===== config.mk =====
export PLATFORM = sky130hd
export DESIGN_NAME = ifetch_ctrl
export DESIGN_NICKNAME = d
export VERILOG_FILES = /design/src/rtl/mips_pkg.sv /design/src/rtl/fetch_fifo.sv /design/src/rtl/ifetch_ctrl.sv
export SDC_FILE = /design/constraint.sdc
export NUM_CORES = 1
export LEC_CHECK = 0
export CORE_ASPECT_RATIO = 2
export CORE_MARGIN = 1
export CORE_UTILIZATION = 25
export DETAILED_ROUTE_END_ITERATION = 8
export MAX_ROUTING_LAYER = met4
export PLACE_DENSITY_LB_ADDON = 0.25
export SLEW_MARGIN = 20
export SYNTH_ARGS = -nofsm -noshare
export SYNTH_HDL_FRONTEND = slang
export SYNTH_SLANG_ARGS = --single-unit

===== constraint.sdc =====
create_clock -name clk -period 6.7 [get_ports clk]
set_input_delay 0.67 -clock clk [delete_from_list [all_inputs] [get_ports clk]]
set_output_delay 0.67 -clock clk [all_outputs]
set_load 0.005 [all_outputs]

===== src/rtl/mips_pkg.sv =====
// ---------------------------------------------------------------------------
// mips_pkg
// Shared definitions for the MIPS pipeline front end.
//   - Datapath widths and the sequential PC step.
//   - Opcode / funct constants decode uses when it forms redirects.
//   - fetch_entry_t: one buffered fetch, {pc, instr}, 64 bits packed.
//   - Helper functions for PC arithmetic.
// ---------------------------------------------------------------------------
package mips_pkg;

    localparam int INSTR_W = 32;
    localparam int ADDR_W  = 32;
    localparam logic [ADDR_W-1:0] PC_STEP = 32'd4;

    localparam logic [5:0] OP_J           = 6'h02;
    localparam logic [5:0] OP_JAL         = 6'h03;
    localparam logic [5:0] OP_BEQ         = 6'h04;
    localparam logic [5:0] RTYPE_FUNCT_JR = 6'h08;

    typedef struct packed {
        logic [ADDR_W-1:0]  pc;
        logic [INSTR_W-1:0] instr;
    } fetch_entry_t;

    // Next sequential PC; the 32-bit add wraps FFFFFFFC to 00000000.
    function automatic logic [ADDR_W-1:0] pc_next_seq(input logic [ADDR_W-1:0] pc);
        pc_next_seq = pc + PC_STEP;
    endfunction

    // Word-align a redirect target by clearing the byte-offset bits.
    function automatic logic [ADDR_W-1:0] pc_align(input logic [ADDR_W-1:0] addr);
        pc_align = addr & 32'hFFFF_FFFC;
    endfunction

endpackage


===== src/rtl/fetch_fifo.sv =====
// ---------------------------------------------------------------------------
// fetch_fifo
// Small circular buffer holding fetched {pc, instr} words.
// Ports:
//   clk, reset   : clock and synchronous active-high reset
//   push         : write wr_data at the write pointer
//   pop          : retire the head entry
//   flush        : discard all entries (count and both pointers to zero)
//   wr_data      : entry to write
//   head         : entry at the read pointer (combinational)
//   count        : occupancy, 0..DEPTH
// A push while full is accepted only when a pop frees the slot in the same
// cycle; a pop while empty is ignored. DEPTH must be a power of two so the
// pointers wrap naturally.
// ---------------------------------------------------------------------------
module fetch_fifo #(
    parameter int DEPTH = 2,
    parameter int WIDTH = 64
) (
    input  logic                     clk,
    input  logic                     reset,
    input  logic                     push,
    input  logic                     pop,
    input  logic                     flush,
    input  logic [WIDTH-1:0]         wr_data,
    output logic [WIDTH-1:0]         head,
    output logic [$clog2(DEPTH):0]   count
);

    localparam int PTR_W = $clog2(DEPTH);
    localparam int CNT_W = PTR_W + 1;

    logic [WIDTH-1:0] mem_r [DEPTH];
    logic [PTR_W-1:0] wr_ptr_r;
    logic [PTR_W-1:0] rd_ptr_r;
    logic [CNT_W-1:0] count_r;
    logic             pop_ok_s;
    logic             push_ok_s;

    // Qualify push/pop against current occupancy.
    always_comb begin
        pop_ok_s  = 1'b0;
        push_ok_s = 1'b0;
        if (pop && (count_r != {CNT_W{1'b0}})) begin
            pop_ok_s = 1'b1;
        end else begin
            pop_ok_s = 1'b0;
        end
        if (push && ((count_r < CNT_W'(DEPTH)) || pop_ok_s)) begin
            push_ok_s = 1'b1;
        end else begin
            push_ok_s = 1'b0;
        end
    end

    // Entry storage; contents need no reset because count gates visibility.
    always_ff @(posedge clk) begin
        if (push_ok_s && !reset && !flush) begin
            mem_r[wr_ptr_r] <= wr_data;
        end
    end

    // Pointers and occupancy.
    always_ff @(posedge clk) begin
        if (reset || flush) begin
            wr_ptr_r <= {PTR_W{1'b0}};
            rd_ptr_r <= {PTR_W{1'b0}};
            count_r  <= {CNT_W{1'b0}};
        end else begin
            if (push_ok_s) begin
                wr_ptr_r <= wr_ptr_r + PTR_W'(1);
            end
            if (pop_ok_s) begin
                rd_ptr_r <= rd_ptr_r + PTR_W'(1);
            end
            case ({push_ok_s, pop_ok_s})
                2'b10:   count_r <= count_r + CNT_W'(1);
                2'b01:   count_r <= count_r - CNT_W'(1);
                default: count_r <= count_r;
            endcase
        end
    end

    assign head  = mem_r[rd_ptr_r];
    assign count = count_r;

endmodule


===== src/rtl/ifetch_ctrl.sv =====
// ---------------------------------------------------------------------------
// ifetch_ctrl
// Instruction-fetch sequencer: owns the PC, drives the combinational
// InstructionMemory address, buffers fetched words and hands them to decode
// with a valid/ready handshake. Redirects flush the buffer and reload the PC.
// Ports:
//   clk, reset        : clock, synchronous active-high reset
//   imem_addr/data    : InstructionMemory address (== PC) and returned word
//   redirect_valid/pc : taken branch / jump and its target (bits [1:0] ignored)
//   out_valid/ready   : handshake toward decode
//   out_instr/pc/pc_plus4 : head instruction, its address, and address + 4
//   flush_count       : redirects since reset, saturating at FFFF
// ---------------------------------------------------------------------------
module ifetch_ctrl
    import mips_pkg::*;
#(
    parameter int                DEPTH    = 2,
    parameter logic [ADDR_W-1:0] RESET_PC = 32'h0000_0000
) (
    input  logic               clk,
    input  logic               reset,
    output logic [ADDR_W-1:0]  imem_addr,
    input  logic [INSTR_W-1:0] imem_data,
    input  logic               redirect_valid,
    input  logic [ADDR_W-1:0]  redirect_pc,
    output logic               out_valid,
    input  logic               out_ready,
    output logic [INSTR_W-1:0] out_instr,
    output logic [ADDR_W-1:0]  out_pc,
    output logic [ADDR_W-1:0]  out_pc_plus4,
    output logic [15:0]        flush_count
);

    localparam int CNT_W = $clog2(DEPTH) + 1;

    logic [ADDR_W-1:0] pc_r;
    logic [15:0]       flush_count_r;
    fetch_entry_t      hold_r;
    fetch_entry_t      head_s;
    fetch_entry_t      view_s;
    fetch_entry_t      wr_entry_s;
    logic [CNT_W-1:0]  count_s;
    logic              pop_s;
    logic              push_s;
    logic              valid_s;

    // Handshake and fetch qualification. The redirect mask on valid means no
    // instruction is consumed in the cycle its successors are being squashed.
    always_comb begin
        valid_s = 1'b0;
        pop_s   = 1'b0;
        push_s  = 1'b0;
        if ((count_s != {CNT_W{1'b0}}) && !redirect_valid) begin
            valid_s = 1'b1;
        end else begin
            valid_s = 1'b0;
        end
        pop_s = valid_s && out_ready;
        if (!reset && !redirect_valid && ((count_s < CNT_W'(DEPTH)) || pop_s)) begin
            push_s = 1'b1;
        end else begin
            push_s = 1'b0;
        end
    end

    // Head view: live buffer head when non-empty, otherwise the last head seen.
    always_comb begin
        view_s = hold_r;
        if (count_s != {CNT_W{1'b0}}) begin
            view_s = head_s;
        end else begin
            view_s = hold_r;
        end
    end

    assign wr_entry_s = '{pc: pc_r, instr: imem_data};

    fetch_fifo #(
        .DEPTH (DEPTH),
        .WIDTH (ADDR_W + INSTR_W)
    ) u_fifo (
        .clk     (clk),
        .reset   (reset),
        .push    (push_s),
        .pop     (pop_s),
        .flush   (redirect_valid),
        .wr_data (wr_entry_s),
        .head    (head_s),
        .count   (count_s)
    );

    // Program counter: reset, redirect, sequential advance on push, or hold.
    always_ff @(posedge clk) begin
        if (reset) begin
            pc_r <= RESET_PC;
        end else if (redirect_valid) begin
            pc_r <= pc_align(redirect_pc);
        end else if (push_s) begin
            pc_r <= pc_next_seq(pc_r);
        end else begin
            pc_r <= pc_r;
        end
    end

    // Saturating redirect counter.
    always_ff @(posedge clk) begin
        if (reset) begin
            flush_count_r <= 16'h0000;
        end else if (redirect_valid && (flush_count_r != 16'hFFFF)) begin
            flush_count_r <= flush_count_r + 16'd1;
        end else begin
            flush_count_r <= flush_count_r;
        end
    end

    // Remember the most recent head so the output fields hold when empty.
    always_ff @(posedge clk) begin
        if (reset) begin
            hold_r <= '{pc: 32'h0000_0000, instr: 32'h0000_0000};
        end else if (count_s != {CNT_W{1'b0}}) begin
            hold_r <= head_s;
        end else begin
            hold_r <= hold_r;
        end
    end

    assign imem_addr    = pc_r;
    assign out_valid    = valid_s;
    assign out_instr    = view_s.instr;
    assign out_pc       = view_s.pc;
    assign out_pc_plus4 = pc_next_seq(view_s.pc);
    assign flush_count  = flush_count_r;

endmodule


==> results of run 1 <==
power by group through the flow:
stage / logic, mW / registers [mW] / clock network [mW]
4_1_cts: 0.314 / 1.63 / 1.48
5_1_grt: 0.336 / 1.63 / 1.54
3_5_place_dp: 0.313 / 1.66 / 0
2_1_floorplan: 0.135 / 1.65 / 0
3_3_place_gp: 0.310 / 1.66 / 0
6_report: 0.307 / 1.63 / 1.43
worst min-delay path by stage:
stage	endpoint	cells past startpoint	startpoint	slack (ns)
after floorplan	hold_r[63]	2	hold_r[63]	0.47
after global placement	flush_count[9]	2	flush_count[9]	0.48
after detailed placement	flush_count[9]	2	flush_count[9]	0.50
after CTS	flush_count[9]	2	flush_count[9]	0.51
after global routing	flush_count[15]	2	flush_count[15]	0.54
final	flush_count[9]	2	flush_count[9]	0.52
layout make-up:
| type | instances | area [um2] | share of cell area [%] |
|---|---|---|---|
| Sequential cell | 239 | 6030 | 44.8 |
| Multi-Input combinational cell | 559 | 3670 | 27.2 |
| Timing Repair Buffer | 215 | 2130 | 15.8 |
| Clock buffer | 31 | 668 | 4.96 |
| Tap cell | 525 | 657 | 4.88 |
| Clock inverter | 15 | 171 | 1.27 |
| Inverter | 37 | 139 | 1.03 |
registers in the layout, indices dropped and copies added, names as in the netlist, named ones only:
name             count
flush_count         16
hold_r              64
imem_addr           30
u_fifo.count         2
u_fifo.mem_r       124
u_fifo.rd_ptr_r      1
u_fifo.wr_ptr_r      1
placed cells by master (no fill, tap or decap), drive strengths merged, types with 4 or more instances in the layout:
cell,n
and2,6
clkbuf,31
dfxtp,115
clkinv,9
buf,8
and3,11
nor3,22
nor2b,37
and4,4
mux2,19
a211oi,5
a21o,4
nand4,14
o21a,5
ha,4
nand3,18
nor4,11
nor2,97
or3,7
a21oi,18
nand2,70
a31oi,6
xor2,12
mux2i,75
inv,39
xnor2,52
edfxtp,124
clkdlybuf4s50,207
o21ai,45
worst max-delay path, delay by kind of cell (launching register included):
| kind | cells | cell delay (ns) |
|---|---|---|
| XOR/XNOR | 1 | 0.16 |
| buffers and inverters | 1 | 0.54 |
| flip-flops | 1 | 0.60 |
| multiplexers | 1 | 0.24 |
| AND/OR/NAND/NOR | 4 | 2.10 |
routing by layer:
metal  GRT usage [%]  vias to the layer above  wire length, um
met5               -                        -                0
met4            5.93                        0              872
met3            1.86                       46             1150
met2            27.9                      171            16100
met1            13.9                     3351            10600
li1                -                     3459                -
cells by family after synthesis:
| group | count (synthesis) | share of synthesized area, % |
|---|---|---|
| other | 1 | 0.0374 |
| flip-flops | 239 | 60.1 |
| adder cells (fa/ha/maj) | 4 | 0.499 |
| multiplexers | 94 | 9.62 |
| buffers and inverters | 81 | 3.67 |
| AND/OR/NAND/NOR | 306 | 15.4 |
| AO/OA/AOI/OAI | 89 | 5.13 |
| XOR/XNOR | 64 | 5.59 |
through the flow:
step	hold slack (ns)	cell area [um2]	total power, mW	worst slack, ns	instances
5_1_grt	0.544	13500	3.51	1.53	1621
6_report	0.516	13500	3.36	1.83	1621
3_3_place_gp	0.484	12600	1.97	2.27	1575
3_5_place_dp	0.502	12600	1.97	2.23	1575
2_1_floorplan	0.475	10000	1.78	1.83	879
4_1_cts	0.515	13500	3.43	1.65	1621
==> reports/results.tsv, run 1 <==
metric	value	unit
area leader, netlist	edfxtp_1	
RSZ-0062 raised after global routing	no	
Slew Viols, Final	0	
Setup Buffers After CTS	0	
Syn Inst Count	878	
Critical Path AT	4.20	ns
cell area power density	250	nW/um2
Final period util	72.7	%
Resize count post-CTS	0	
Final GP Congestion	0.740	
Crit. Startpoint	u_fifo.count[1]	
share of flip-flops with an asynchronous set or reset	0	%
largest net degree at the start of global routing	80	
Synth top area share	37.1	%
CP max-delay cell	dfxtp_1	
r2r setup slk	3.38	ns
top cells by area, synth	edfxtp_1 37%, dfxtp_1 23%, mux2i_1 7.5%, xnor2_1 4.5%, nor2_1 3.6%	
GRT Total Usage	14.4	%
IO Pins	213	
CTS tree	done	
Starting Density	25.4	%
critical path type	flip-flop to primary output	
Avg Inst Size Synth	11.4	um2
DRC violations left	0	
Port Buffers	208	
Hold Crit Class	flip-flop to flip-flop	
final count of hold timing violations	0	
Yosys warning count	0	
Longest Clk Path Bufs	3	
Setup violations, final	0	
count leader, synth	edfxtp_1	
ys flop type	edfxtp_1	
Skew-Pair Late Insertion Delay	0.54	ns
vias in the first global route	7237	
H-tree levels	1	
final WL	28.7	mm
core region area	39600	um2
Net Sw Power	779	uW
CP endpoint kind	primary output	
GRT overflow	0	
sequential share of power	48.4	%
Clock Power Share	42.5	%
clock-pin slew on the worst setup and hold paths	0.06	ns
die area	41000	um2
post-synthesis sequential area ratio	60.1	%
Startpoint Class	flip-flop	
Antenna Cells	0	
Worst R2R Start	u_fifo.count[1]	
Area Growth Syn to Fin	34.2	%
cell-internal power	2.58	mW
# rows	103	
number of synthesized register bits	239	
Final ANT Viol Nets	0	
Tmin final	4.87	ns
Netlist cell types	49	
CTS Hold Buffers Added	0	
HPWL after DPL	19.8	mm
layout cell share with drive strength beyond 1	7.66	%
initial antenna violation count	0	
Net Sw Frac	23.2	%
Fill cells	3979	
setup TNS	0	ns
Max Fclk	0.205	GHz
Num CTS Buffers	25	
Synth top cells by count	124 x edfxtp_1, 115 x dfxtp_1, 97 x nor2_1, 75 x mux2i_1, 70 x nand2_1	
worst vdd ir	0.190	mV
drt wl/cell	17.7	um
Comb pwr share	9.1	%
end of the critical path	out_pc_plus4[30]	
status	completed	
slew margin rel.	32.4	%
Worst Path Required	6.03	ns
CTS Sinks	239	
DRT iter0 DRCs	262	
Vert. Die Dim	285	um
total of max-cap violations	0	
number of synthesized flops with an enable pin	124	
r2r worst-path depth	5	
worst-margin pin slew	1.01	ns
NumNets Final	1149	
Cell Chain, Critical Path	or2_4 > mux2i_1 > or4_4 > nand4b_2 > nor4_1 > xnor2_1 > clkdlybuf4s50_1	
Worst path max stage delay	0.60	ns
Root Buffer	clkbuf_16	
total number of vias	7027	
Critical R2R Capture	u_fifo.mem_r[0][9]	
post-synthesis cell area	10000	um2
first-pass GRT wire length	42.6	mm
CP max FO	24	
Via density	4.33	
final core area utilization	34.0	%
Leak	4.67	nW
Die Wd	144	um
Worst Skew	0.0170	ns
number of iterations in the first detailed-routing pass	4	
Note: power is estimated with default switching activity, not from simulation.
==> run 2, diff against run 1 <==
clock period = 3.9 ns   (was 6.7 ns; I/O delays follow)
==> run 2 against run 1 <==
Against the previous run:
- worst setup slack got worse by 1.7 ns
- die area unchanged
- clock power increased by 70%
- sequential share of layout area down 1.3 points
- wire length is 2.2% higher
- global-route usage rose by 0.31 points
- first-iteration DRC count down 33%
- clock-buffer cell count fell by 2
- core utilization rose by 1.1 points
- critical path type unchanged
- critical endpoint is now out_pc_plus4[22]
==> reports/results.tsv, run 2 (synthesis results as in run 1) <==
metric	value	unit
status	completed	
core region area	39600	um2
HPWL after DPL	20.6	mm
IO Pins	213	
H-tree levels	1	
Setup violations, final	0	
DRT iter0 DRCs	175	
placed insts	1603	
most common cell after layout, fill and taps aside	clkdlybuf4s50_1	
Starting Density	25.4	%
Worst Path Required	3.51	ns
Largest register FFs	124	
Worst Skew	0.0324	ns
area of the multi-input gates	3750	um2
Hold Crit Class	input port to flip-flop	
pre-CTS setup slack	0.347	ns
CTS tree	done	
total of max-cap violations	0	
Root Buffer	clkbuf_16	
Cell Chain, Critical Path	or2_4 > mux2i_2 > or4_4 > nand4b_2 > buf_8 > nor4_4 > xnor2_1 > clkdlybuf4s50_1	
Leak	4.94	nW
layout cell share with drive strength beyond 1	11.2	%
Max Fclk	0.266	GHz
DRC violations left	0	
min-delay src	redirect_pc[24]	
Area Growth Syn to Fin	38.4	%
final WL	29.3	mm
commonest non-fill, non-tap cells in the layout	206 x clkdlybuf4s50_1, 124 x edfxtp_1, 114 x dfxtp_1	
Worst R2R Start	imem_addr[2]	
Slew Viols, Final	0	
Critical R2R Capture	imem_addr[30]	
Startpoint Class	flip-flop	
Critical Path AT	3.37	ns
GRT overflow	0	
vias in the first global route	7306	
Skew-Pair Late Insertion Delay	0.55	ns
Non-Filler Instances	1658	
GRT Total Usage	14.7	%
final count of hold timing violations	0	
register area	6030	um2
total number of vias	7183	
Num CTS Buffers	24	
WHS Path Cells	3	
# rows	103	
setup slack after layout	0.143	ns
Die Wd	144	um
die area	41000	um2
Final ANT Viol Nets	0	
Vert. Die Dim	285	um
slew margin rel.	45.5	%
cell area power density	416	nW/um2
CP max FO	8	
Fill cells	4010	
Tmin final	3.76	ns
number of iterations in the first detailed-routing pass	4	
final core area utilization	35.1	%
r2r setup slk	1.41	ns
critical path type	flip-flop to primary output	
initial antenna violation count	0	
Worst path max stage delay	0.57	ns
largest net degree at the start of global routing	67	
worst vdd ir	0.304	mV
NumNets Final	1188	
Port Buffers	208	
Antenna Cells	0	
Final GP Congestion	0.747	
CTS Hold Buffers Added	0	
drt wl/cell	17.7	um
clock-pin slew on the worst setup and hold paths	0.06	ns
hold endpoint	imem_addr[24]	
CTS Sinks	239	
Final period util	96.3	%
CP max-delay cell	or4_4	
Via density	4.33	
hold_ws	0.405	ns
Longest Clk Path Bufs	3	
worst-margin pin slew	0.817	ns
CP endpoint kind	primary output	
Biggest register	u_fifo.mem_r	
r2r worst-path depth	7	
first-pass GRT wire length	43.3	mm
==> run 2: critical path, delay by kind of cell, from the launching register on <==
family        cells  cell delay, ns
flops             1            0.33
simple gates      4            1.41
mux               1            0.20
xor+xnor          1            0.15
buf+inv           2            0.71
==> run 2: area by class of cell <==
cell class | instances | share of cell area [%]
Sequential cell | 239 | 43.4
Multi-Input combinational cell | 560 | 27.0
Timing Repair Buffer | 254 | 17.9
Tap cell | 525 | 4.73
Clock buffer | 29 | 4.53
Clock inverter | 14 | 1.40
Inverter | 37 | 1.00
==> run 2: worst max path at each step <==
| stage | startpoint | to | slack [ns] | depth (start not counted) |
|---|---|---|---|---|
| 5_1_grt | u_fifo.count[1] | out_pc_plus4[22] | -0.01 | 8 |
| 4_1_cts | u_fifo.count[0] | out_pc_plus4[22] | 0.01 | 8 |
| 3_3_place_gp | u_fifo.count[1] | out_pc_plus4[31] | 0.38 | 7 |
| 6_report | u_fifo.count[1] | out_pc_plus4[22] | 0.14 | 8 |
| 3_5_place_dp | u_fifo.count[1] | out_pc_plus4[31] | 0.35 | 7 |
| 2_1_floorplan | redirect_valid | u_fifo.mem_r[0][0] | 0.34 | 6 |
==> run 2: power by group <==
part | total [mW] | internal (mW) | switching, mW
sequential | 2.79 | 2.73 | 0.0576
clock | 2.43 | 1.43 | 1.01
combinational | 0.561 | 0.302 | 0.259
==> run 2: repair_timing <==
| item | CTS | global route |
|---|---|---|
| buffers inserted | 5 | 6 |
| setup endpoints to repair | 15 | 13 |
| cloned | 1 | 0 |
| pin swaps | 3 | 1 |
| resized for setup | 4 | 13 |
==> run 2: stage by stage <==
step | instance area (um2) | TNS, ns | power [mW]
after global routing | 13900 | -0.0117 | 6.01
after CTS | 13800 | 0 | 5.88
after global placement | 12900 | 0 | 3.40
after floorplan | 10000 | 0 | 3.06
after detailed placement | 12900 | 0 | 3.41
final | 13900 | 0 | 5.78
==> run 2: layer usage <==
layer | part of all wire [%] | GRT usage (%) | vias up
li1 | - | - | 3540
met1 | 37 | 14.5 | 3405
met2 | 56 | 28.1 | 188
met3 | 4.1 | 1.88 | 50
met4 | 3.4 | 6.12 | 0
met5 | 0 | - | -
